--- src/rtl/uart_pkg.sv ---
`default_nettype none
// ============================================================================
// Module  : uart_pkg
// Brief   : Shared parity encodings, FSM state type and sizing helper for UART.
// Revision: 1.0 - initial release
// ============================================================================
package uart_pkg;

  localparam int PAR_NONE = 0;
  localparam int PAR_ODD  = 1;
  localparam int PAR_EVEN = 2;

  typedef enum logic [2:0] {
    ST_IDLE   = 3'd0,
    ST_START  = 3'd1,
    ST_DATA   = 3'd2,
    ST_PARITY = 3'd3,
    ST_STOP   = 3'd4
  } uart_state_e;

  // Bits needed to hold 0..value-1; never less than one bit.
  function automatic int clog2(input int value);
    int res;
    int v;
    res = 0;
    v   = value - 1;
    while (v > 0) begin
      res = res + 1;
      v   = v >> 1;
    end
    return (res < 1) ? 1 : res;
  endfunction

endpackage
`default_nettype wire

--- src/rtl/uart_baud_cnt.sv ---
`default_nettype none
// ============================================================================
// Module  : uart_baud_cnt
// Brief   : Bit-period counter with phase restart and an end-of-bit tick.
// Revision: 1.0 - initial release
// ============================================================================
module uart_baud_cnt
  import uart_pkg::*;
#(
  parameter int CLKS_PER_BIT = 434
) (
  input  logic clk,
  input  logic rst_n,
  input  logic restart,
  input  logic en,
  output logic bit_end
);

  localparam int                CNT_W   = clog2(CLKS_PER_BIT);
  localparam logic [CNT_W-1:0]  CNT_MAX = CNT_W'(CLKS_PER_BIT - 1);

  logic [CNT_W-1:0] cnt_q;
  logic [CNT_W-1:0] cnt_d;

  always_comb begin
    cnt_d = cnt_q;
    if (restart) begin
      cnt_d = '0;
    end else if (en) begin
      cnt_d = (cnt_q == CNT_MAX) ? '0 : cnt_q + CNT_W'(1);
    end
  end

  always_ff @(posedge clk or negedge rst_n) begin
    if (!rst_n) begin
      cnt_q <= '0;
    end else begin
      cnt_q <= cnt_d;
    end
  end

  assign bit_end = en && (cnt_q == CNT_MAX);

endmodule
`default_nettype wire

--- src/rtl/uart_tx_frame.sv ---
`default_nettype none
// ============================================================================
// Module  : uart_tx_frame
// Brief   : UART transmitter with framed baud timing and one-entry hold buffer.
// Revision: 1.0 - initial release
// ============================================================================
module uart_tx_frame
  import uart_pkg::*;
#(
  parameter int CLK_HZ    = 50_000_000,
  parameter int BAUD      = 115200,
  parameter int DATA_BITS = 8,
  parameter int PARITY    = 0,
  parameter int STOP_BITS = 1
) (
  input  logic                 clk,
  input  logic                 rst_n,
  input  logic [DATA_BITS-1:0] in_data,
  input  logic                 in_valid,
  output logic                 in_ready,
  output logic                 tx_out,
  output logic                 busy,
  output logic                 done
);

  localparam int               CLKS_PER_BIT = (CLK_HZ + BAUD / 2) / BAUD;
  localparam int               IDX_W        = clog2((DATA_BITS > STOP_BITS) ? DATA_BITS : STOP_BITS);
  localparam logic [IDX_W-1:0] LAST_DATA    = IDX_W'(DATA_BITS - 1);
  localparam logic [IDX_W-1:0] LAST_STOP    = IDX_W'(STOP_BITS - 1);

  uart_state_e          state_q;
  uart_state_e          state_d;
  logic [DATA_BITS-1:0] shift_q;
  logic [DATA_BITS-1:0] shift_d;
  logic [DATA_BITS-1:0] hold_q;
  logic [DATA_BITS-1:0] hold_d;
  logic [DATA_BITS-1:0] load_data;
  logic                 hold_full_q;
  logic                 hold_full_d;
  logic                 par_q;
  logic                 par_d;
  logic [IDX_W-1:0]     idx_q;
  logic [IDX_W-1:0]     idx_d;
  logic                 tx_q;
  logic                 tx_d;
  logic                 busy_q;
  logic                 done_q;
  logic                 accept;
  logic                 load;
  logic                 bypass;
  logic                 bit_end;
  logic                 frame_end;
  logic                 enter_start;
  logic                 baud_en;

  assign in_ready  = ~hold_full_q;
  assign accept    = in_valid & in_ready;
  assign frame_end = (state_q == ST_STOP) && bit_end && (idx_q == LAST_STOP);
  assign baud_en   = (state_q != ST_IDLE);

  uart_baud_cnt #(
    .CLKS_PER_BIT (CLKS_PER_BIT)
  ) u_baud (
    .clk     (clk),
    .rst_n   (rst_n),
    .restart (enter_start),
    .en      (baud_en),
    .bit_end (bit_end)
  );

  always_comb begin
    state_d     = state_q;
    shift_d     = shift_q;
    par_d       = par_q;
    idx_d       = idx_q;
    hold_d      = hold_q;
    hold_full_d = hold_full_q;
    load        = 1'b0;
    bypass      = 1'b0;
    load_data   = hold_q;
    tx_d        = 1'b1;

    case (state_q)
      ST_IDLE: begin
        if (hold_full_q) begin
          state_d = ST_START;
          load    = 1'b1;
        end
      end
      ST_START: begin
        tx_d = 1'b0;
        if (bit_end) begin
          state_d = ST_DATA;
          idx_d   = '0;
        end
      end
      ST_DATA: begin
        tx_d = shift_q[0];
        if (bit_end) begin
          shift_d = shift_q >> 1;
          if (idx_q == LAST_DATA) begin
            idx_d   = '0;
            state_d = (PARITY != PAR_NONE) ? ST_PARITY : ST_STOP;
          end else begin
            idx_d = idx_q + IDX_W'(1);
          end
        end
      end
      ST_PARITY: begin
        tx_d = par_q;
        if (bit_end) begin
          state_d = ST_STOP;
          idx_d   = '0;
        end
      end
      ST_STOP: begin
        if (bit_end) begin
          if (idx_q != LAST_STOP) begin
            idx_d = idx_q + IDX_W'(1);
          end else if (hold_full_q) begin
            state_d = ST_START;
            load    = 1'b1;
          end else if (accept) begin
            // A byte arriving exactly at frame end skips the hold register.
            state_d   = ST_START;
            load      = 1'b1;
            bypass    = 1'b1;
            load_data = in_data;
          end else begin
            state_d = ST_IDLE;
          end
        end
      end
      default: state_d = ST_IDLE;
    endcase

    if (load) begin
      shift_d     = load_data;
      par_d       = (PARITY == PAR_EVEN) ? ^load_data : ~^load_data;
      hold_full_d = 1'b0;
    end
    if (accept && !bypass) begin
      hold_d      = in_data;
      hold_full_d = 1'b1;
    end
  end

  assign enter_start = (state_d == ST_START) && (state_q != ST_START);

  // Line outputs are registered from the current state, so they trail the FSM by one cycle.
  always_ff @(posedge clk or negedge rst_n) begin
    if (!rst_n) begin
      state_q     <= ST_IDLE;
      shift_q     <= '0;
      hold_q      <= '0;
      hold_full_q <= 1'b0;
      par_q       <= 1'b0;
      idx_q       <= '0;
      tx_q        <= 1'b1;
      busy_q      <= 1'b0;
      done_q      <= 1'b0;
    end else begin
      state_q     <= state_d;
      shift_q     <= shift_d;
      hold_q      <= hold_d;
      hold_full_q <= hold_full_d;
      par_q       <= par_d;
      idx_q       <= idx_d;
      tx_q        <= tx_d;
      busy_q      <= (state_q != ST_IDLE);
      done_q      <= frame_end;
    end
  end

  assign tx_out = tx_q;
  assign busy   = busy_q;
  assign done   = done_q;

endmodule
`default_nettype wire

--- config.mk ---
export PLATFORM = sky130hd
export DESIGN_NAME = uart_tx_frame
export DESIGN_NICKNAME = d
export VERILOG_FILES = /design/src/rtl/uart_pkg.sv /design/src/rtl/uart_baud_cnt.sv /design/src/rtl/uart_tx_frame.sv
export SDC_FILE = /design/constraint.sdc
export NUM_CORES = 1
export LEC_CHECK = 0
export CAP_MARGIN = 20
export CORE_UTILIZATION = 25
export CTS_CLUSTER_DIAMETER = 30
export DETAILED_ROUTE_END_ITERATION = 10
export PLACE_DENSITY = 0.39
export RECOVER_POWER = 50
export SYNTH_ARGS = -nofsm -noshare
export SYNTH_HDL_FRONTEND = slang
export SYNTH_HIERARCHICAL = 1
export SYNTH_SLANG_ARGS = --single-unit
export TNS_END_PERCENT = 20
--- constraint.sdc ---
create_clock -name clk -period 3.2 [get_ports clk]
set_clock_uncertainty 0.05 [all_clocks]
set_input_delay 0.48 -clock clk [delete_from_list [all_inputs] [get_ports clk]]
set_output_delay 0.48 -clock clk [all_outputs]
set_load 0.02 [all_outputs]
Word-level counts from Yosys, hierarchy flattened --
Cells that the tools add are included.
Storage, ports and cells: input port bits 11, bits in registers 36, output and inout bits 4, word-level logic and storage cells 85
Operators by class: add/subtract/negate cells 2, equality and inequality tests 12, multiplexer cells 40, bitwise gates (word level) 2, reduce and logical (&&, ||, !) cells 19
Operators by type and width (number):
- 8-bit 2-to-1 mux | 8
- 3-bit 2-to-1 mux | 12
- 9-bit 2-to-1 mux | 3
- 3-bit case mux with 5 select lines | 1
- 1-bit 2-to-1 mux | 13
- 9-bit by 1-bit adder with 9-bit output, second input constant | 1
- 9-bit equality test, second input constant | 1
- 3-bit case mux with 3 select lines | 1
- 3-bit nonzero test | 3
- 2-bit nonzero test | 4
- 8-bit XNOR reduction | 1
- 3-bit by 1-bit equality test with 1-bit output, second input constant | 2
- 3-bit by 2-bit equality test with 1-bit output, second input constant | 2
- 3-bit equality test, second input constant | 2
- 3-bit logical NOT | 2
- 1-bit logical AND | 5
- 5-bit AND reduction | 1
- 2-bit by 1-bit inequality test with 1-bit output, second input constant | 2
- 2-bit inequality test, second input constant | 2
- 3-bit by 1-bit adder with 3-bit output, second input constant | 1
- 3-bit by 1-bit inequality test with 1-bit output, second input constant | 1
- 1-bit case mux with 3 select lines | 1
- 1-bit case mux with 2 select lines | 1
- 2-bit AND reduction | 1
- other kinds (4) | 4

Logic depth before layout (Yosys ltp) --
word-level depth 10, mapped depth 12, mapped depth without buffers 12

By module --
The synthesis kept the hierarchy.
By module, submodules not included:
- uart_tx_frame | cells each 133, seq. area each 676.9 um^2, times used 1, area each 1478.9 um^2
- uart_baud_cnt | cells each 52, seq. area each 225.2 um^2, times used 1, area each 533.0 um^2

Worst setup path before layout --
OpenSTA, ideal clock, no wires.
kind flip-flop to flip-flop, from reg state_q[1], to reg u_baud.cnt_q[4], data required time 3.031 ns, buffers on the path 1, arrival time 2.305 ns, cell stages (with the launch flop) 12, clock period less this slack 2.474 ns, library setup time 0.119 ns, path slack 0.726 ns, cell sequence dfrtp_1 buf_2 or3_1 and3_4 nand3b_2 nand2_1 nand3b_1 inv_1 or2_2 nand4_1 xor2_1 nor2_2
Between the ends: longest elaborated chain between the ends 7, elaborated cells on any way between the ends 20, those cells by class 6 x eq/ne; 9 x mux; 5 x reduce/logical
Ends and longest elaborated chain:
- start, declared | RTL line uart_tx_frame.sv:31 | uart_state_e state_q;
- start signal, assigned | RTL line uart_tx_frame.sv:163 | state_q <= state_d;
- 3-bit nonzero test (*) | RTL line uart_tx_frame.sv:59 | assign baud_en = (state_q != ST_IDLE);
- via baud_en | RTL line uart_tx_frame.sv:54 | logic baud_en;
- 1-bit logical AND (*) | RTL line uart_baud_cnt.sv:42 | assign bit_end = en && (cnt_q == CNT_MAX);
- via bit_end | RTL line uart_tx_frame.sv:51 | logic bit_end;
- 3-bit 2-to-1 mux (on tied branches)
- 3-bit case mux with 5 select lines (*) | RTL line uart_tx_frame.sv:83 | case (state_q)
- 3-bit by 1-bit equality test with 1-bit output (*) | RTL line uart_tx_frame.sv:148 | assign enter_start = (state_d == ST_START) && (state_q != ST_START);
- 1-bit logical AND (*) | RTL line uart_tx_frame.sv:148
- via enter_start | RTL line uart_tx_frame.sv:53 | logic enter_start;
- 9-bit 2-to-1 mux / 2-bit nonzero test (equally long branches)
- end signal, assigned | RTL line uart_baud_cnt.sv:38 | cnt_q <= cnt_d;
- end, declared | RTL line uart_baud_cnt.sv:22 | logic [CNT_W-1:0] cnt_q;
The timed path passes the listed nets; every way through them passes the cells marked *. A chain may end at the register's enable or synchronous reset.

Worst setup path in the final report --
Same ends and word-level chain as after synthesis.

==> parameters.txt <==
Parameter                              Value

Outcome
  Outcome    finished, violations left
  Violated checks    capacitance limit, slew limit

Clock tree
  # H-tree levels    2
  Skew-Pair Late Insertion Delay    0.30 ns
  # Post-CTS Setup Buffers    0
  Count of instances resized after the clock tree is built    0
  Number of sinks handled by clock tree synthesis    36
  Post-CTS clock slew at the launch and capture registers of the worst setup and hold paths    about 0.080 ns
  Number of buffers added to fix hold violations after cts    0
  Inserted Clock Buffers    5
  Root buffer cell    sky130_fd_sc_hd__clkbuf_8
  TritonCTS clock tree    done
  CTS Buffer Depth    2

Timing
  F_max    399 MHz
  Number of endpoints with negative hold slack in the final report    0
  Final number of max-transition violations    37
  Post-route fraction of the period consumed by the critical path    between 70% and 80%
  Worst-margin pin slew    2.07 ns
  Number of setup violations in the final report    0
  Unrepaired setup endpoints after global routing    false
  Setup WS post-layout    0.696 ns
  TNS Setup    0 ns
  Hold slack final    0.449 ns
  Minimum clock period after layout    2.50 ns
  Tightest slew margin relative to the limit    -38.2%

Die
  Initial standard-cell utilization of the core    25.9%
  Number of cell rows    32
  Die W    91.7 µm
  Die Outline Area    8410 µm²
  # IOs    15
  Floorplan Core Area    around 8000 µm²
  Die Y    91.7 µm

Critical path
  Category of cells accounting for the largest share of critical-path delay    simple AND/OR/NAND/NOR gates
  Required time reported for the critical path endpoint    roughly 3.3 ns
  Ordered cell list for the critical path    or3_1, and3_4, nand3b_2, nand2_1, nand3b_1, inv_1, or2_2, nand4_1, xor2_1, nor2_2
  Reg2reg end    u_baud/cnt_q[4]$_DFFE_PN0P_
  Crit path max-delay cell type    sky130_fd_sc_hd__dfrtp_1
  Startpoint types    flip-flop
  Maximum single-stage delay on the critical path    0.51 ns
  Total buffers and inverters traversed by the critical path    1
  Max FO, Critical Path    11
  R2R depth    10
  Register-to-register path setup slack    0.70 ns
  Worst endpoint data arrival time    2.64 ns
  Kind of end point of the critical path    flip-flop
  Worst Path Class, Setup    reg2reg
  Reg-to-reg startpoint    state_q[1]$_DFF_PN0_

Layout
  Fillcell total    ~830
  Most common library cell in the layout ignoring fill and taps    sky130_fd_sc_hd__dfrtp_1
  Commonest cells after routing, fill and taps aside    sky130_fd_sc_hd__dfrtp_1 (35), sky130_fd_sc_hd__xnor2_1 (17), sky130_fd_sc_hd__nand2_1 (15)
  Nets@finish    220
  Area growth from synthesis to layout    17.2%
  Util after Layout    about 30%
  Cell Count, Final, Fillers Out    between 300 and 400
  Share of post-route cells with drive strength above 1    20.0%
  Number of diodes added for antenna fixing    0
  Final std cell area, no fill    2360 µm²

Drt
  Detailed-route via count    approximately 1300
  Routed WL per cell    12.9 µm
  Total DRC errors in the routed layout    0
  Post-detailed-route count of antenna-violating nets    0
  Violation count after the first detailed-routing iteration    21
  DRT Wirelength    3950 µm
  DR vias/cell    4.32
  First-pass DRT Iterations    4

Min path
  Number of cells traversed by the worst hold path    2
  Hold path startpoint    par_q$_DFFE_PN0P_
  Worst Hold End    par_q$_DFFE_PN0P_
  Worst hold-check path type    reg2reg

Global routing
  Wire length of the first global-routing pass    7020 µm
  Overall Global Routing Usage    between 10% and 20%
  Number of antenna violations at the first check in global routing    0
  Pin count of the biggest net entering global routing    37
  Remaining global-route overflow    0
  Via count of the first global-routing pass    around 1400

Power
  Power density of the placed cells    479 nW/µm²
  Switching share of power    27.1%
  Leakage    1.02 nW
  Final Total Pwr    1.13 mW
  Net switching power    ~0.3 mW
  Internal Power    between 0.8 and 0.9 mW
  Clock network fraction of total power    30.5%
  Max IR drop VDD    0.267 mV
  Seq pwr share    47.0%
  Part of the power in combinational logic    22.4%

Synth
  Most common flop cell mapped by yosys    sky130_fd_sc_hd__dfrtp_1
  Area share of the leading cell type in the synthesized netlist    43.5%
  Sequential cell area fraction in the yosys report    44.8%
  Number of synthesized register bits    36
  Number of different library cells in the post-synthesis netlist    40
  Cell types occupying the most area after synthesis    sky130_fd_sc_hd__dfrtp_1 (44%), sky130_fd_sc_hd__mux2_2 (7.8%), sky130_fd_sc_hd__xnor2_1 (7.4%)
  Share of synthesized registers carrying an async set or reset    100%
  Cells after synthesis    between 150 and 200
  Number of warnings issued by yosys    6
  Netlist area before placement    2010 µm²
  Synthesized area divided by synthesized cell count    10.9 µm²
  Number of enable flip-flop cells after synthesis    0
  Net count after synthesis    between 200 and 250
  Post-synthesis cell type with the largest combined area    sky130_fd_sc_hd__dfrtp_1

Place
  Area after detailed placement    2270 µm²
  Placed wire-length estimate    roughly 2800 µm
  Placed Instances    299
  Worst setup slack before clock tree synthesis    0.696 ns
  Number of port buffers    14
  Final RePlAce weighted congestion    0.671

Flow run
  Number of max-cap violations    1
-- power groups by stage --
stage | logic [mW] | clock network [mW] | registers [mW]
global placement | 0.259 | 0 | 0.543
global route | 0.285 | 0.378 | 0.539
detailed placement | 0.261 | 0 | 0.541
CTS | 0.261 | 0.362 | 0.532
finish | 0.254 | 0.345 | 0.531
floorplan | 0.204 | 0 | 0.533
-- kinds of logic (layout without fill, tap and decap cells) --
kind of cell | after synthesis | in the layout | share of synthesized area (%)
multiplexers | 25 | 25 | 13.3
XOR/XNOR | 19 | 19 | 8.27
AND/OR/NAND/NOR | 57 | 57 | 18.9
AO/OA/AOI/OAI | 30 | 30 | 8.46
flip-flops | 36 | 36 | 44.8
adder cells (fa/ha/maj) | 5 | 5 | 3.11
buffers and inverters | 13 | 33 | 3.11
-- sequential cells by signal, summed over array words and instances, names as in the netlist --
register      count
busy              1
done              1
hold_full_q       1
hold_q            8
idx_q             3
par_q             1
shift_q           8
state_q           3
tx_out            1
u_baud/cnt_q      9
-- synthesized netlist by cell type (5+ instances only) --
cell type,n
sky130_fd_sc_hd__o21ai_0,10
sky130_fd_sc_hd__nand2b_1,6
sky130_fd_sc_hd__o21ai_1,5
sky130_fd_sc_hd__dfrtp_1,35
sky130_fd_sc_hd__inv_1,7
sky130_fd_sc_hd__a21oi_1,7
sky130_fd_sc_hd__nand2_1,15
sky130_fd_sc_hd__buf_2,5
sky130_fd_sc_hd__nor2_2,5
sky130_fd_sc_hd__mux2i_1,11
sky130_fd_sc_hd__nor2_1,7
sky130_fd_sc_hd__xnor2_1,17
sky130_fd_sc_hd__ha_1,5
sky130_fd_sc_hd__mux2_2,14
-- tightest hold or removal path, cell delays in order (launching register included) --
cell and delay (ns):
sky130_fd_sc_hd__dfrtp_1 0.35, sky130_fd_sc_hd__nand2_1 0.05, sky130_fd_sc_hd__o21ai_1 0.06
-- worst max-delay path by stage --
stage	start	endpoint	slack, ns	cells past startpoint
2_1_floorplan	state_q[1]$_DFF_PN0_	u_baud/cnt_q[4]$_DFFE_PN0P_	0.73	11
3_3_place_gp	state_q[1]$_DFF_PN0_	u_baud/cnt_q[4]$_DFFE_PN0P_	0.67	10
3_5_place_dp	state_q[1]$_DFF_PN0_	u_baud/cnt_q[4]$_DFFE_PN0P_	0.70	10
4_1_cts	state_q[1]$_DFF_PN0_	u_baud/cnt_q[4]$_DFFE_PN0P_	0.68	10
5_1_grt	state_q[1]$_DFF_PN0_	u_baud/cnt_q[7]$_DFFE_PN0P_	0.46	10
6_report	state_q[1]$_DFF_PN0_	u_baud/cnt_q[4]$_DFFE_PN0P_	0.70	10
-- layout make-up --
cell class	instances	area, µm²	share of cell area (%)
clock buffers	8	90.1	3.82
inverters	7	26.3	1.11
multi-input cells	136	1050	44.4
flip-flops and latches	36	902	38.3
well taps	102	128	5.41
repair buffers	18	164	6.95
-- layer usage --
metal / global-route usage (%) / routed length, µm / vias to the layer above
met1: 14.3 / 1950 / 628
met3: 2.99 / 134 / 6
li1: - / - / 677
met2: 16.5 / 1780 / 16
met5: 0 / 0 / -
met4: 4.69 / 73 / 0
Note: power is estimated with default switching activity, not from simulation.
